## config.mk

```make
export PLATFORM = sky130hd
export DESIGN_NAME = div_dispatch
export DESIGN_NICKNAME = d
export VERILOG_FILES = /design/src/rtl/div_pkg.sv /design/src/rtl/div_fifo.sv /design/src/rtl/div_dispatch.sv
export SDC_FILE = /design/constraint.sdc
export NUM_CORES = 1
export LEC_CHECK = 0
export BUFFER_PORTS_ARGS = -buffer_cell sky130_fd_sc_hd__buf_2
export CAP_MARGIN = 15
export CORE_MARGIN = 4
export CORE_UTILIZATION = 45
export DETAILED_ROUTE_END_ITERATION = 8
export GPL_TIMING_DRIVEN = 1
export PLACE_DENSITY = 0.65
export SKIP_LAST_GASP = 1
export SYNTH_ARGS = -nofsm -noshare
export SYNTH_HDL_FRONTEND = slang
export SYNTH_HIERARCHICAL = 1
export SYNTH_SLANG_ARGS = --single-unit
```

## constraint.sdc

```tcl
create_clock -name clk -period 6.7 [get_ports clk]
set_input_delay 0.67 -clock clk [delete_from_list [all_inputs] [get_ports clk]]
set_output_delay 0.67 -clock clk [all_outputs]
set_load 0.005 [all_outputs]
```

## src/rtl/div_pkg.sv

```systemverilog
// Shared types for the divider dispatch block: FSM state, queued request entry,
// captured result, and a conditional two's-complement helper.
package div_pkg;

  localparam int unsigned DIV_N     = 16;
  localparam int unsigned DIV_TAG_W = 4;

  typedef enum logic [1:0] {IDLE, ISSUE, WAIT, RESP} div_state_t;

  typedef struct packed {
    logic [DIV_N-1:0]     dividend;
    logic [DIV_N-1:0]     divisor;
    logic [DIV_TAG_W-1:0] tag;
    logic                 is_signed;
  } div_entry_t;

  typedef struct packed {
    logic [DIV_N-1:0]     q;
    logic [DIV_N-1:0]     r;
    logic [DIV_TAG_W-1:0] tag;
    logic                 exc;
  } div_result_t;

  function automatic logic [DIV_N-1:0] negate_if(input logic neg, input logic [DIV_N-1:0] v);
    return neg ? ('0 - v) : v;
  endfunction

endpackage

```

## src/rtl/div_fifo.sv

```systemverilog
// Request FIFO for the divider dispatch: pointer-plus-count, DEPTH a power of two,
// head entry visible combinationally. Pushes into a full FIFO are dropped.
module div_fifo
  import div_pkg::*;
#(
  parameter int unsigned DEPTH = 4,
  localparam int unsigned AW = $clog2(DEPTH)
) (
  input  logic       clk,
  input  logic       rst,
  input  logic       push,
  input  logic       pop,
  input  div_entry_t din,
  output div_entry_t head,
  output logic [AW:0] count
);

  localparam logic [AW:0] FULL_CNT = DEPTH[AW:0];

  div_entry_t        mem [DEPTH];
  logic [AW-1:0]     rd_ptr;
  logic [AW-1:0]     wr_ptr;
  logic              do_push;
  logic              do_pop;

  assign do_push = push && (count != FULL_CNT);
  assign do_pop  = pop && (count != '0);
  assign head    = mem[rd_ptr];

  always_ff @(posedge clk) begin
    if (do_push) mem[wr_ptr] <= din;
  end

  // Pointers wrap naturally because DEPTH is a power of two.
  always_ff @(posedge clk or posedge rst) begin
    if (rst) begin
      rd_ptr <= '0;
      wr_ptr <= '0;
      count  <= '0;
    end else begin
      if (do_push) wr_ptr <= wr_ptr + 1'b1;
      if (do_pop)  rd_ptr <= rd_ptr + 1'b1;
      if (do_push && !do_pop)      count <= count + 1'b1;
      else if (!do_push && do_pop) count <= count - 1'b1;
    end
  end

endmodule

```

## src/rtl/div_dispatch.sv

```systemverilog
// Operand buffer and issue controller in front of the iterative divider.
// Optional signed support is compiled in with `define DIV_SIGNED_EN.
module div_dispatch
  import div_pkg::*;
#(
  parameter int unsigned N     = DIV_N,
  parameter int unsigned DEPTH = 4,
  parameter int unsigned TAG_W = DIV_TAG_W
) (
  input  logic             clk,
  input  logic             rst,
  input  logic             in_valid,
  output logic             in_ready,
  input  logic [N-1:0]     in_dividend,
  input  logic [N-1:0]     in_divisor,
  input  logic [TAG_W-1:0] in_tag,
  input  logic             in_signed,
  output logic             div_req,
  output logic [N-1:0]     div_dividend,
  output logic [N-1:0]     div_divisor,
  input  logic             div_ready,
  input  logic [N-1:0]     div_q,
  input  logic [N-1:0]     div_r,
  input  logic             div_exc,
  output logic             out_valid,
  input  logic             out_ready,
  output logic [N-1:0]     out_q,
  output logic [N-1:0]     out_r,
  output logic [TAG_W-1:0] out_tag,
  output logic             out_exc,
  output logic             busy
);

  localparam int unsigned AW       = $clog2(DEPTH);
  localparam logic [AW:0] FULL_CNT = DEPTH[AW:0];

  div_state_t          state;
  div_entry_t          din;
  div_entry_t          head;
  logic [AW:0]         count;
  logic [AW:0]         count_nx;
  logic                push_fire;
  logic                pop_fire;
  logic                busy_nx;
  logic [DIV_N-1:0]    mag_dividend;
  logic [DIV_N-1:0]    mag_divisor;
  logic [DIV_N-1:0]    cur_dividend;
  logic [DIV_TAG_W-1:0] cur_tag;
  div_result_t         res;
  div_result_t         fin;

  assign in_ready  = (count != FULL_CNT);
  assign push_fire = in_valid && in_ready;
  assign pop_fire  = (state == IDLE) && (count != '0);

  always_comb begin
    din           = '0;
    din.dividend  = in_dividend;
    din.divisor   = in_divisor;
    din.tag       = in_tag;
    din.is_signed = in_signed;
  end

  div_fifo #(.DEPTH(DEPTH)) u_fifo (
    .clk   (clk),
    .rst   (rst),
    .push  (push_fire),
    .pop   (pop_fire),
    .din   (din),
    .head  (head),
    .count (count)
  );

  // busy is registered, so it is computed from the occupancy and state that
  // will hold after this edge.
  always_comb begin
    count_nx = count;
    if (push_fire && !pop_fire)      count_nx = count + 1'b1;
    else if (!push_fire && pop_fire) count_nx = count - 1'b1;
    if (state == IDLE) busy_nx = (count_nx != '0) || pop_fire;
    else               busy_nx = (count_nx != '0) || !((state == RESP) && out_ready);
  end

`ifdef DIV_SIGNED_EN
  logic a_neg;
  logic b_neg;
  logic neg_q;
  logic neg_r;
  always_comb begin
    a_neg        = head.is_signed && head.dividend[DIV_N-1];
    b_neg        = head.is_signed && head.divisor[DIV_N-1];
    mag_dividend = negate_if(a_neg, head.dividend);
    mag_divisor  = negate_if(b_neg, head.divisor);
  end
`else
  logic unused_sign;
  assign unused_sign  = head.is_signed;
  assign mag_dividend = head.dividend;
  assign mag_divisor  = head.divisor;
`endif

  always_comb begin
    fin     = '0;
    fin.tag = cur_tag;
    if (div_exc) begin
      fin.exc = 1'b1;
      fin.q   = '1;
      fin.r   = cur_dividend;
    end else begin
`ifdef DIV_SIGNED_EN
      fin.q = negate_if(neg_q, div_q);
      fin.r = negate_if(neg_r, div_r);
`else
      fin.q = div_q;
      fin.r = div_r;
`endif
    end
  end

  always_ff @(posedge clk or posedge rst) begin
    if (rst) begin
      state        <= IDLE;
      div_req      <= 1'b0;
      div_dividend <= '0;
      div_divisor  <= '0;
      cur_dividend <= '0;
      cur_tag      <= '0;
      res          <= '0;
      out_valid    <= 1'b0;
      busy         <= 1'b0;
`ifdef DIV_SIGNED_EN
      neg_q        <= 1'b0;
      neg_r        <= 1'b0;
`endif
    end else begin
      busy <= busy_nx;
      case (state)
        IDLE: begin
          if (pop_fire) begin
            div_dividend <= mag_dividend;
            div_divisor  <= mag_divisor;
            cur_dividend <= head.dividend;
            cur_tag      <= head.tag;
`ifdef DIV_SIGNED_EN
            neg_q        <= a_neg ^ b_neg;
            neg_r        <= a_neg;
`endif
            div_req      <= 1'b1;
            state        <= ISSUE;
          end
        end
        ISSUE: begin
          div_req <= 1'b0;
          state   <= WAIT;
        end
        WAIT: begin
          if (div_ready) begin
            res       <= fin;
            out_valid <= 1'b1;
            state     <= RESP;
          end
        end
        RESP: begin
          if (out_ready) begin
            out_valid <= 1'b0;
            state     <= IDLE;
          end
        end
        default: state <= IDLE;
      endcase
    end
  end

  assign out_q   = res.q;
  assign out_r   = res.r;
  assign out_tag = res.tag;
  assign out_exc = res.exc;

endmodule

```

# Word level (Yosys, flattened, before mapping)
# Memories as Yosys holds them, arrays and structs flattened. A register that Yosys moved wholly into a read port is not among the register bits.
# Index checks and enable logic that the tools add are counted.
# Widths: inputs -> output; s select.
# totals
register_bits	49
latch_bits	0
mem_bits_rw	148
rom_bits	0
inputBits	75
output_inout_bits	73
wordCells	68
memories	1
# classes
addsub	4
mul	0
div_mod_pow	0
order_cmp	0
n_eq_ne	7
n_shift	0
n_mux	18
n_bitwise	0
reduce_logical	27
# memory_table
memory	words	word_bits	rd	rd_clocked_by_memory_dff	write_ports	line_no	source
u_fifo.mem	4	37	1	1	1	div_fifo.sv:20	div_entry_t mem [DEPTH];
# ops
cell	count
$mux 32	1
$mux 3	4
$logic_and 1x1->1	9
$pmux 2 s4	1
$mux 1	7
$mux 2	3
$ne 2x2->1 const B	3
$reduce_and 2->1	3
$reduce_and 3->1	2
$reduce_bool 2->1	3
$reduce_bool 3->1	2
$logic_not 1->1	5
$add 2x1->2 const B	2
$eq 2x2->1 const B	2
$pmux 1 s2	2
$add 3x1->3 const B	1
$ne 3x3->1 const B	1
$sub 3x1->3 const B	1
$eq 2x1->1 const B	1
$logic_not 2->1	1
$logic_or 1x1->1	2

# Logic depth before layout (Yosys ltp)
# Gate-level depths: netlist of run 1.
# logic_depth
word_depth	9
mapped_depth	11
depth_no_buf	11

# By module
# Netlist of run 1, hierarchy kept.
# by_module_without_submodules
module	instances	cells_per_inst	area_per_inst_um2	seq_area_each_um2
div_fifo	1	227	5741.8	4619.4
div_dispatch	1	266	3352.0	1951.9

# Worst setup path after synthesis of run 1
# No wires, ideal clock.
# synth_timing
kind	reg-to-reg
startpoint	register u_fifo.count[0]
endpoint	memory u_fifo/mem[0][0] (netlist name), enable pin
setup_time_ns	0.398
t_arrival_ns	2.220
required_time_ns	6.302
path_slack_ns	4.083
path_stages_with_launch	7
path_buffers	0
period_less_slack_ns	2.617
path_cell_list	dfrtp_1 > inv_1 > ha_1 > nand2_1 > and2_1 > a21boi_2 > and2_1
# synth_via
elab_chain_cells	5
# synth_rtl
item	line_no	source
start, declared	div_fifo.sv:15	output logic [AW:0] count
start signal, assigned	div_fifo.sv:43	if (do_push && !do_pop) count <= count + 1'b1;
start signal, assigned	div_fifo.sv:44	else if (!do_push && do_pop) count <= count - 1'b1;
$ne 3x3->1	div_dispatch.sv:52	assign in_ready = (count != FULL_CNT);
via in_ready	div_dispatch.sv:13	output logic in_ready,
$logic_and 1x1->1	div_dispatch.sv:53	assign push_fire = in_valid && in_ready;
via push_fire	div_dispatch.sv:42	logic push_fire;
$logic_and 1x1->1	div_fifo.sv:26	assign do_push = push && (count != FULL_CNT);
via u_fifo.do_push	div_fifo.sv:23	logic do_push;
$mux 1	div_fifo.sv:31	if (do_push) mem[wr_ptr] <= din;
$mux 1 (not written as such)	div_fifo.sv:31	
end, declared	div_fifo.sv:20	
# The timed path passes the listed nets, and every way through them passes these cells.

# Worst setup path after layout of run 1
# layout_timing
startpoint	register u_fifo.count[0]
endpoint	memory u_fifo/mem[2][27] (netlist name), enable pin
# layout_via
elab_chain_cells	5
# layout_rtl
item	line_no
$ne 3x3->1	div_dispatch.sv:52
$logic_and 1x1->1	div_dispatch.sv:53
via push_fire	div_dispatch.sv:42
$logic_and 1x1->1	div_fifo.sv:26
via u_fifo.do_push	div_fifo.sv:23
$mux 1	div_fifo.sv:31
$mux 1 (not written as such)	div_fifo.sv:31
# The timed path passes the listed nets, and every way through them passes these cells.

==> results list, run 1 <==
- The first global-routing pass estimated 27.3 mm of wire.
- Critical path's slowest cell: sky130_fd_sc_hd__and2_2
- Worst vdd ir: 0.245 mV
- For this design the top-level I/O count stands at 148.
- Top library cells by usage in the layout, fill and taps aside: sky130_fd_sc_hd__buf_2 (146), sky130_fd_sc_hd__edfxtp_1 (144), sky130_fd_sc_hd__dfrtp_1 (83), sky130_fd_sc_hd__nor2_1 (52), sky130_fd_sc_hd__mux4_2 (36)
- Startpoint-to-endpoint class of the critical path: reg -> reg
* Average cell area after synthesis: 18.3 um2
* Max Slew Vio Count: 0
* Pre-CTS worst setup slack: 3.89 ns
* Vias in the first global route: 5023
* Count of TritonRoute iterations in the first routing pass: 4
* DR vias: 4735
- Data on the critical path is required at its endpoint by 6.81 ns.
* Number of gates resized after CTS: 0
- After routing the design area is 10600 um2.
* Hold Violations, Final: 0
* Number of buffers inserted for hold repair after clock tree synthesis: 0
- The finished layout holds 922 standard cells, fillers aside.
* Area overhead of the layout relative to synthesis: 18.4%
* Number of nets produced by synthesis: 575
- Nets@finish: 727
* Status: finished clean
* Clock-pin slew reported for the worst setup and hold paths after clock tree synthesis: 0.06 ns
- Area of the placeable core: 19500 um2
- TritonCTS built the clock tree.
- The later pin in the worst-skew pair is clocked with a latency of 0.50 ns.
* TritonCTS Buffers: 24
- Count of unresolved DRC violations after routing: 0
* Power, Total: 4.87 mW
- Number of rows in the core area: 51
- The worst path in the final design needs a cycle of 2.77 ns, including I/O delays and setup.
- CTS placed an instance of sky130_fd_sc_hd__clkbuf_16 at the clock tree root.
* Highest clock rate: 361 MHz
- For the final routed database, the setup TNS stands at 0 ns.
* Maximum number of pins on one net before global-route repair: 71
* Number of DRC markers in iteration 0: 174
- Fin Hold WS: 0.117 ns
* Fill cell instance count of the final layout: 1591
- Counting every sink on the clock net gives 229.
- The analysis attributes to cell leakage a power of 4.11 nW.
- Crit path DAT: 2.88 ns
* Cell Pwr Density: 459 nW/um2
- The worst hold path belongs to the class in -> async.
- Combined buffer and inverter count along the critical path: 1
* Initial Util: 0.458
* Slew at the pin closest to its max-slew limit: 1.09 ns
* Antenna violations before repair: 3
- Dividing the detail-routed wire length by the instance count gives 18.8 um.
- RD Place Congestion: 0.758
* Stage delay of the slowest cell on the critical path: 0.94 ns
* Critical Path Source Type: flip-flop
* CTS H-tree lvls: 1
- Number of endpoints failing setup at the final stage: 0
- Y dimension of the die: 149 um
* Number of instances in the synthesized netlist: 488
* Total of warnings raised by yosys: 6
- Setup repair after global routing missed its margin: false
* Crit-path max FO: 36
- The routed design has 17.3 mm of wire.
* Endpoint class of the critical path: flip-flop
- The detail route stage leaves a number of antenna-violating nets equal to 0.
* Post-layout worst setup margin: 3.93 ns
- Post-route fraction of the period consumed by the critical path: 0.414
* Final core area utilization: 0.543
- The critical path goes through inv_1 -> ha_1 -> nand2_1 -> and2_1 -> a21boi_2 -> and2_2.
* Worst slew margin relative to its limit: 0.271
* Die area: 22200 um2
- Buffers added to address setup during post-CTS repair amount to 0.
- The library cell used most frequently in the layout, excluding fill and tap cells, is sky130_fd_sc_hd__buf_2.
- The cell family contributing the most delay on the critical path is simple AND/OR/NAND/NOR gates.
- Number of buffers inserted by port buffering: 146
* Area of the mapped netlist: 8950 um2
- The repair_antennas step left the layout with diodes totalling 0.
* DP HPWL: 10.6 mm
* Via/cell ratio: 5.14
* Clock skew: 0.00879 ns
- After detailed placement, the design holds a cell count of 879.
- GR Overflow Total: 0
- Placed Area: 9890 um2
- Fraction of layout cells with a size suffix above 1: 0.416
- Number of maximum-capacitance violations: 0
- GRT Resource Usage Total: 0.156
* Maximum root-to-sink buffer count: 3
- Measured along the x axis, the die boundary spans 149 um.
sequential cells by signal (all words and copies together) (netlist names), 3 cells and up:
register and count:
u_fifo/count 3, cur_tag 4, u_fifo/mem 144, div_divisor 16, out_tag 4, out_q 16
out_r 16, cur_dividend 16
routing by layer:
metal	share of wire	track usage
met5	0.0021	0
met3	0.071	0.0383
met2	0.49	0.272
met4	0.022	0.0426
met1	0.42	0.197
power breakdown:
group          internal [mW]  total [mW]  switching (mW)
logic                  0.793        1.43           0.642
clock network          0.677        1.18           0.499
registers               1.96        2.26           0.294
area by class of cell:
type	count	area [um2]	share of cell area
inverters	10	38.8	0.00366
multi-input cells	225	2310	0.218
repair buffers	150	761	0.0718
clock buffers	29	641	0.0604
well taps	265	332	0.0313
flip-flops and latches	229	6450	0.609
clock inverters	14	67.6	0.00637
path summary, 6_finish.rpt:
| kind | slack, ns | end | from | depth (start not counted) |
|---|---|---|---|---|
| max | 3.93 | u_fifo/mem[2][27] | u_fifo/count[0] | 6 |
| min | 0.12 | u_fifo/count[0] | rst | 2 |
| max in group asynchronous | 5.39 | out_r[12] | rst | 3 |
| min reg2reg | 0.50 | div_divisor[10] | div_divisor[10] | 1 |
| max reg2reg | 3.93 | u_fifo/mem[2][27] | u_fifo/count[0] | 6 |
| min in group clk | 0.38 | u_fifo/mem[2][14] | in_divisor[9] | 1 |
worst reg2reg max path, stage by stage (launching register included):
cell and delay (ns):
sky130_fd_sc_hd__dfrtp_1 0.53, sky130_fd_sc_hd__inv_1 0.09, sky130_fd_sc_hd__ha_1 0.29, sky130_fd_sc_hd__nand2_1 0.11, sky130_fd_sc_hd__and2_1 0.12, sky130_fd_sc_hd__a21boi_2 0.30, sky130_fd_sc_hd__and2_2 0.94
Power figures use the tool's default switching activity.
==> inputs of run 2 (changes only) <==
- PLACE_DENSITY: 0.65 -> 0.67
- clock period: 6.7 -> 2.4 ns (I/O delays scaled with it)
==> run 2 against run 1 <==
  * Clock skew increased by 0.012 ns
  * Combinational power rose to 3.1 times the previous value
  * Core utilization increased by 3.2 points
  * Clock-buffer cell count up 6
  * Critical endpoint is now u_fifo/count[2]
  * Maximum frequency grew 23%
  * Global-route usage hardly changed
  * Hold slack got worse by 0.093 ns
  * Via count up 0.93%
  * First-iteration DRC count decreased by 14%
  * Highest routed layer is now met4
  * Largest power group unchanged
  * Die area stayed put
  * Sequential share of layout area fell by 3.4 points
  * Final cell count rose by 5.7%
==> results list, run 2 (synthesis results as in run 1) <==
- The overall power of the completed layout was 14.1 mW (was 4.87 mW).
- Count of TritonRoute iterations in the first routing pass: 4 (unchanged)
- Fin Hold WS: 0.0242 ns (was 0.117 ns)
* Initial Util: 0.458 (unchanged)
- Cell Chain, Critical Path: inv_1 -> ha_1 -> a21boi_4 -> o31ai_1 -> ha_1 -> inv_1 -> fa_1 -> xor2_1 -> nor2_1 -> xor2_1 (was inv_1 -> ha_1 -> nand2_1 -> and2_1 -> a21boi_2 -> and2_2)
* DP HPWL: 11.2 mm (was 10.6 mm)
- The number of pins exceeding their max-slew limit in the final report is 0 (unchanged).
- The worst setup path category is reg -> reg (unchanged).
- The maximum clock skew at final layout came to 0.0210 ns (was 0.00879 ns).
- The post-detailed-route wirelength per cell is 17.9 um (was 18.8 um).
- GRT Resource Usage Total: 0.157 (was 0.156)
- Number of rows in the core area: 51 (unchanged)
* Clock root buffer: sky130_fd_sc_hd__clkbuf_16 (unchanged)
- The total global routing overflow came to 0 (unchanged).
* Y dimension of the die: 149 um (unchanged)
- Post-route fraction of the period consumed by the critical path: 0.941 (was 0.414)
- The worst voltage drop across the vdd grid is 0.837 mV (was 0.245 mV).
* Type of the tightest min-delay check: in -> reg (was in -> async)
- Vias in the first global route: 5090 (was 5023)
- Clock-pin slew reported for the worst setup and hold paths after clock tree synthesis: 0.06 ns (about the same)
- The register-to-register setup slack came to 0.14 ns (was 3.93 ns).
- The count of unresolved DRC violations after routing was 0 (unchanged).
* Cell Pwr Density: 1260 nW/um2 (was 459 nW/um2)
- The total length of routed wires came to 17.4 mm (was 17.3 mm).
- RD Place Congestion: 0.773 (was 0.758)
* Crit-path max FO: 5 (was 36)
- Hold Violations, Final: 0 (unchanged)
- The combined buffer and inverter count along the critical path came to 2 (was 1).
- The upper clock frequency limit was 443 MHz (was 361 MHz).
- The time the final worst path needs with I/O delays and setup was 2.26 ns (was 2.77 ns).
- Worst slew margin relative to its limit: 0.511 (was 0.271)
* Area of the placeable core: 19500 um2 (unchanged)
- Horizontal die dimension: 149 um (unchanged)
- Maximum number of pins on one net before global-route repair: 67 (was 71)
- Top library cells by usage in the layout, fill and taps aside: sky130_fd_sc_hd__buf_2 (146), sky130_fd_sc_hd__edfxtp_1 (144), sky130_fd_sc_hd__dfrtp_1 (83), sky130_fd_sc_hd__nor2_1 (52), sky130_fd_sc_hd__dlygate4sd3_1 (43) (was sky130_fd_sc_hd__buf_2 (146), sky130_fd_sc_hd__edfxtp_1 (144), sky130_fd_sc_hd__dfrtp_1 (83), sky130_fd_sc_hd__nor2_1 (52), sky130_fd_sc_hd__mux4_2 (36)).
* CTS H-tree lvls: 1 (unchanged)
- Register ranked first by flip-flop count: u_fifo/mem (unchanged)
- Number of DRC markers in iteration 0: 150 (was 174)
- The remaining number of nets flagged by the antenna check after routing came to 0 (unchanged).
* Crit path DAT: 2.67 ns (was 2.88 ns)
- Final core area utilization: 0.575 (was 0.543)
- The critical-path cell with the highest stage delay is sky130_fd_sc_hd__dfrtp_1 (was sky130_fd_sc_hd__and2_2).
* Wire length of the first global-routing pass: 27.3 mm (unchanged)
- TritonCTS Buffers: 25 (was 24)
- Fill cell instance count of the final layout: 1510 (was 1591)
- The fraction of final layout cells sized beyond drive strength 1 was 0.403 (was 0.416).
- Most frequent standard cell in the layout excluding fill and tap cells: sky130_fd_sc_hd__buf_2 (unchanged)
- Antenna violations before repair: 0 (was 3)
- Placed Area: 9980 um2 (was 9890 um2)
* Nets@finish: 779 (was 727)
- The deepest clock path buffer count is 3 (unchanged).
- The insertion delay to the later sink of the worst-skew pair came to 0.51 ns (was 0.50 ns).
* Via/cell ratio: 4.90 (was 5.14)
- I/O pin total: 148 (unchanged)
- Area overhead of the layout relative to synthesis: 25.3% (was 18.4%)
* Endpoint class of the critical path: flip-flop (unchanged)
- Number of buffers inserted by port buffering: 146 (unchanged)
- The family with the most delay on the worst path was adder cells (was simple AND/OR/NAND/NOR gates).
* Leakage Power: 4.40 nW (was 4.11 nW)
- Die area: 22200 um2 (unchanged)
* Final antenna diode count: 0 (unchanged)
- Setup repair after global routing missed its margin: false (unchanged).
- Critical Path Source Type: flip-flop (unchanged)
- The number of vias in the routed layout was 4779 (was 4735).
* Area of all placed cells without fillers: 11200 um2 (was 10600 um2)
* Status: finished clean (unchanged)
- The required time of the worst setup path was 2.81 ns (was 6.81 ns).
- Clock tree from TritonCTS: built (unchanged)
- The worst-margin pin slew was 0.733 ns (was 1.09 ns).
- Number of flip-flops in the largest register: 144 (unchanged)
* Stage delay of the slowest cell on the critical path: 0.38 ns (was 0.94 ns)
- The count of endpoints failing setup in the final report is 0 (unchanged).
* Num Clock Sinks: 229 (unchanged)
- The number of maximum-capacitance violations was 0 (unchanged).
==> run 2: cell types whose count changed in the layout (fill, tap and decap cells not counted), sizes merged <==
cell / before / now
bufinv: 0 / 1
dlygate4sd3: 0 / 43
clkinv: 14 / 10
clkinvlp: 1 / 0
clkbuf: 29 / 35
buf: 150 / 158
==> run 2: power breakdown <==
part	total (mW)	switching [mW]	internal (mW)
Combinational	4.42	2.04	2.38
Clock	3.59	1.42	2.17
Sequential	6.09	0.613	5.48
Total	14.1	4.08	10.0
==> run 2: metal layers <==
metal / part of all wire / routed length [um] / global-route usage
met1: 0.41 / 7110 / 0.197
met2: 0.50 / 8740 / 0.279
met3: 0.071 / 1240 / 0.0325
met4: 0.020 / 352 / 0.0398
met5: 0 / 0 / 0
==> run 2: through the flow <==
step                std cells  setup WS (ns)  setup TNS, ns
global placement          886         0.0426              0
floorplan                 488         0.0402              0
global route              975         0.0297              0
CTS                       974        -0.0781          -8.49
finish                    975          0.141              0
detailed placement        886        -0.0616          -7.71
==> run 2: worst paths after layout <==
path,from,endpoint,cells after the start
worst max-delay path,state[0],u_fifo/count[2],10
worst min-delay path,div_q[8],out_q[8],3
worst max register to register,state[0],u_fifo/count[2],10
worst min register to register,out_tag[0],out_tag[0],1
max in group asynchronous,rst,out_q[0],4
min in group asynchronous,rst,div_divisor[5],3
==> run 2: worst min-delay path, stage by stage <==
cell and delay (ns):
sky130_fd_sc_hd__buf_2 0.09, sky130_fd_sc_hd__nor2_1 0.07, sky130_fd_sc_hd__a21oi_1 0.08
==> run 2: layout make-up <==
cell class                      instances  area, um2  area share
Sequential cell                       229       6450       0.575
Multi-Input combinational cell        225       2320       0.207
Timing Repair Buffer                  201       1290       0.115
Clock buffer                           35        713      0.0636
Tap cell                              265        332      0.0296
Clock inverter                         10       75.1     0.00669
Inverter                               10       38.8     0.00346
==> run 2: repair_timing <==
action	CTS	global route
gates resized for setup	0	5
setup buffers	0	1
gates cloned	0	0
endpoints found under the hold margin	169	0
hold buffers	43	0
setup endpoints to repair	144	145
==> inputs of run 3 (changes only) <==
- clock period: 2.4 -> 1.95 ns (I/O delays scaled with it)
==> run 3 against run 2 <==
  * The run now ends with negative setup slack left
  * Maximum frequency grew 13%
  * Register-to-register slack lost 0.19 ns
  * Sequential power is 22% higher
  * Largest cell class unchanged
  * Clock-buffer cell count down 5
  * Via count is 6.7% higher
  * Sequential share of layout area fell by 3.4 points
  * Hold slack got worse by 0.0047 ns
  * Core utilization up 3.6 points
  * First-iteration DRC count increased by 51%
  * Power up 29%
  * Critical path type unchanged
  * Clock power increased by 19%
==> results list, run 3 (synthesis results as in run 1) <==
- Number of endpoints failing setup at the final stage: 2 (was 0)
* Crit-path max FO: 2 (was 5)
- DR vias: 5097 (was 4779)
- The pin count of the biggest net entering global routing was 45 (was 67).
- Clock root buffer: sky130_fd_sc_hd__clkbuf_16 (unchanged)
- Post-layout worst setup margin: -0.0468 ns (was 0.141 ns)
- The worst stage delay on the critical path was 0.41 ns (was 0.38 ns).
- Hold Violations, Final: 0 (unchanged)
- Skew-Pair Late Insertion Delay: 0.50 ns (was 0.51 ns)
- The static leakage power is 4.69 nW (was 4.40 nW).
- The time the final worst path needs with I/O delays and setup was 2.00 ns (was 2.26 ns).
* Final cell count without fillers: 1026 (was 975)
* RD Place Congestion: 0.796 (was 0.773)
- Vias in the first global route: 5462 (was 5090)
- The kind of start point of the critical path is a flip-flop (unchanged).
- The total power density per cell area came to 1530 nW/um2 (was 1260 nW/um2).
- Die area: 22200 um2 (unchanged)
- Type of the tightest min-delay check: in -> reg (unchanged)
- The total iterations of the first detailed-routing run is 4 (unchanged).
- The number of primary I/O pins came to 148 (unchanged).
- Power, Total: 18.2 mW (was 14.1 mW)
- Area overhead of the layout relative to synthesis: 33.2% (was 25.3%)
* Num Clock Sinks: 229 (unchanged)
* Startpoint-to-endpoint class of the critical path: reg -> reg (unchanged)
- The start of the worst register-to-register path is u_fifo/count[0] (was state[0]).
- Critical Path Start: u_fifo/count[0] (was state[0])
- Worst slew margin relative to its limit: 0.501 (was 0.511)
* Via/cell ratio: 4.97 (was 4.90)
- Setup repair after global routing missed its margin: true (was false)
* Count of antenna-violating nets left after detailed routing: 0 (unchanged)
* Post-route fraction of the period consumed by the critical path: 1.02 (was 0.941)
* DP HPWL: 12.0 mm (was 11.2 mm)
- The worst voltage drop across the vdd grid is 0.921 mV (was 0.837 mV).
* TritonCTS Buffers: 24 (was 25)
- Sum of routed wire length over all layers: 18.6 mm (was 17.4 mm)
* Endpoint class of the critical path: flip-flop (unchanged)
- Fraction of layout cells with a size suffix above 1: 0.437 (was 0.403)
- Critical path's slowest cell: sky130_fd_sc_hd__fa_2 (was sky130_fd_sc_hd__dfrtp_1)
* CTS H-tree lvls: 1 (unchanged)
- Routed wirelength normalized by instance count: 18.1 um (was 17.9 um)
- Highest clock rate: 501 MHz (was 443 MHz)
- The number of placed instances, taps included is 912 (was 886).
- The number of maximum-capacitance violations was 0 (unchanged).
* Register ranked first by flip-flop count: u_fifo/mem (unchanged)
- The total global routing overflow is 0 (unchanged).
- Y dimension of the die: 149 um (unchanged)
- Min-Delay Startpoint: div_q[5] (was div_q[8])
* Crit path DAT: 2.38 ns (was 2.67 ns)
* Clock-pin slew reported for the worst setup and hold paths after clock tree synthesis: 0.06 ns (about the same)
- The most common library cell in the layout ignoring fill and taps is sky130_fd_sc_hd__buf_2 (unchanged).
- The CTS tree is built (unchanged).
* Clock skew: 0.00817 ns (was 0.0210 ns)
* Wire length of the first global-routing pass: 29.2 mm (was 27.3 mm)
- Number of flip-flops in the largest register: 144 (unchanged)
- Failing checks: negative setup slack
- GRT Resource Usage Total: 0.166 (was 0.157)
* Cell Chain, Critical Path: inv_2 -> ha_4 -> nand2_2 -> and2_4 -> a21boi_4 -> ha_4 -> inv_2 -> fa_2 -> mux2_4 (was inv_1 -> ha_1 -> a21boi_4 -> o31ai_1 -> ha_1 -> inv_1 -> fa_1 -> xor2_1 -> nor2_1 -> xor2_1)
* Status: complete, but fails checks (was finished clean)
- The standard cell area after detailed placement was 10300 um2 (was 9980 um2).
- The chip width came to 149 um (unchanged).
- Count of unresolved DRC violations after routing: 0 (unchanged)
* Maximum root-to-sink buffer count: 3 (unchanged)
- Antenna violations before repair: 1 (was 0)
* Number of buffers inserted by port buffering: 146 (unchanged)
- The number of nets in the layout was 829 (was 779).
- Initial Util: 0.458 (unchanged)
* Required @ worst endpoint: 2.33 ns (was 2.81 ns)
- Number of rows in the core area: 51 (unchanged)
* Number of DRC markers in iteration 0: 226 (was 150)
- Area of all placed cells without fillers: 11900 um2 (was 11200 um2)
- The number of pins exceeding their max-slew limit in the final report was 0 (unchanged).
- The post-route setup TNS came to -0.0827 ns (was 0 ns).
- The worst-margin pin slew was 0.749 ns (was 0.733 ns).
* Top library cells by usage in the layout, fill and taps aside: sky130_fd_sc_hd__buf_2 (146), sky130_fd_sc_hd__edfxtp_1 (144), sky130_fd_sc_hd__dfrtp_1 (80), sky130_fd_sc_hd__dlygate4sd3_1 (61), sky130_fd_sc_hd__nor2_1 (52) (was sky130_fd_sc_hd__buf_2 (146), sky130_fd_sc_hd__edfxtp_1 (144), sky130_fd_sc_hd__dfrtp_1 (83), sky130_fd_sc_hd__nor2_1 (52), sky130_fd_sc_hd__dlygate4sd3_1 (43))
- The core area is 19500 um2 (unchanged).
- Final core area utilization: 0.611 (was 0.575)
-- run 3: cell count changes in the layout (fill, tap and decap cells not counted), sizes merged --
cell,before,now
clkinvlp,0,2
clkbuf,35,36
buf,158,185
clkinv,10,11
diode,0,1
inv,9,10
dlygate4sd3,43,61
-- run 3: final cells by class --
cell class | instances | area (um2)
clock inverters | 14 | 98.8
diodes | 1 | 2.50
clock buffers | 30 | 654
multi-input cells | 225 | 2380
fillers | 1439 | 7600
well taps | 265 | 332
flip-flops and latches | 229 | 6460
inverters | 10 | 41.3
repair buffers | 252 | 1960
-- run 3: where the power goes --
group	total, mW	internal [mW]	switching [mW]
combinational	6.50	3.68	2.82
sequential	7.45	6.73	0.711
clock	4.28	2.51	1.77
total	18.2	12.9	5.30
-- run 3: worst paths after layout --
check / endpoint / slack (ns) / cells after the start
worst min register to register: out_exc / 0.50 / 1
worst min-delay path: out_q[5] / 0.02 / 3
worst max register to register: u_fifo/count[1] / -0.05 / 9
worst max-delay path: u_fifo/count[1] / -0.05 / 9
max in group asynchronous: div_divisor[15] / 1.01 / 4
min in group asynchronous: u_fifo/wr_ptr[1] / 0.21 / 3
-- run 3: timing repair --
| item | CTS | global route |
|---|---|---|
| hold endpoints to repair | 196 | 0 |
| gates cloned | 0 | 6 |
| pin swaps | 5 | 3 |
| hold buffers | 61 | 0 |
| setup buffers | 2 | 1 |
| gates resized for setup | 3 | 10 |
| endpoints found under the setup margin | 7 | 165 |
-- run 3: layer usage --
layer,track usage,vias to the layer above,share of wire
met3,0.0371,35,0.069
li1,-,2359,-
met4,0.0430,0,0.026
met1,0.214,2518,0.42
met2,0.286,185,0.49
met5,0,-,0
-- run 3: per-stage QoR --
stage / hold slack, ns / worst slack, ns
floorplan: -0.00174 / -0.185
global placement: 0.178 / -0.0297
detailed placement: 0.181 / -0.0793
CTS: 0.00166 / -0.0684
global route: 0.0201 / -0.146
finish: 0.0194 / -0.0468
-- run 3: worst max-delay path, delay by kind of cell (launching register included) --
kind	cells	cell delay, ns
AO/OA/AOI/OAI	1	0.14
adder cells (fa/ha/maj)	3	0.73
buffers and inverters	2	0.12
flip-flops	1	0.40
multiplexers	1	0.27
AND/OR/NAND/NOR	2	0.21
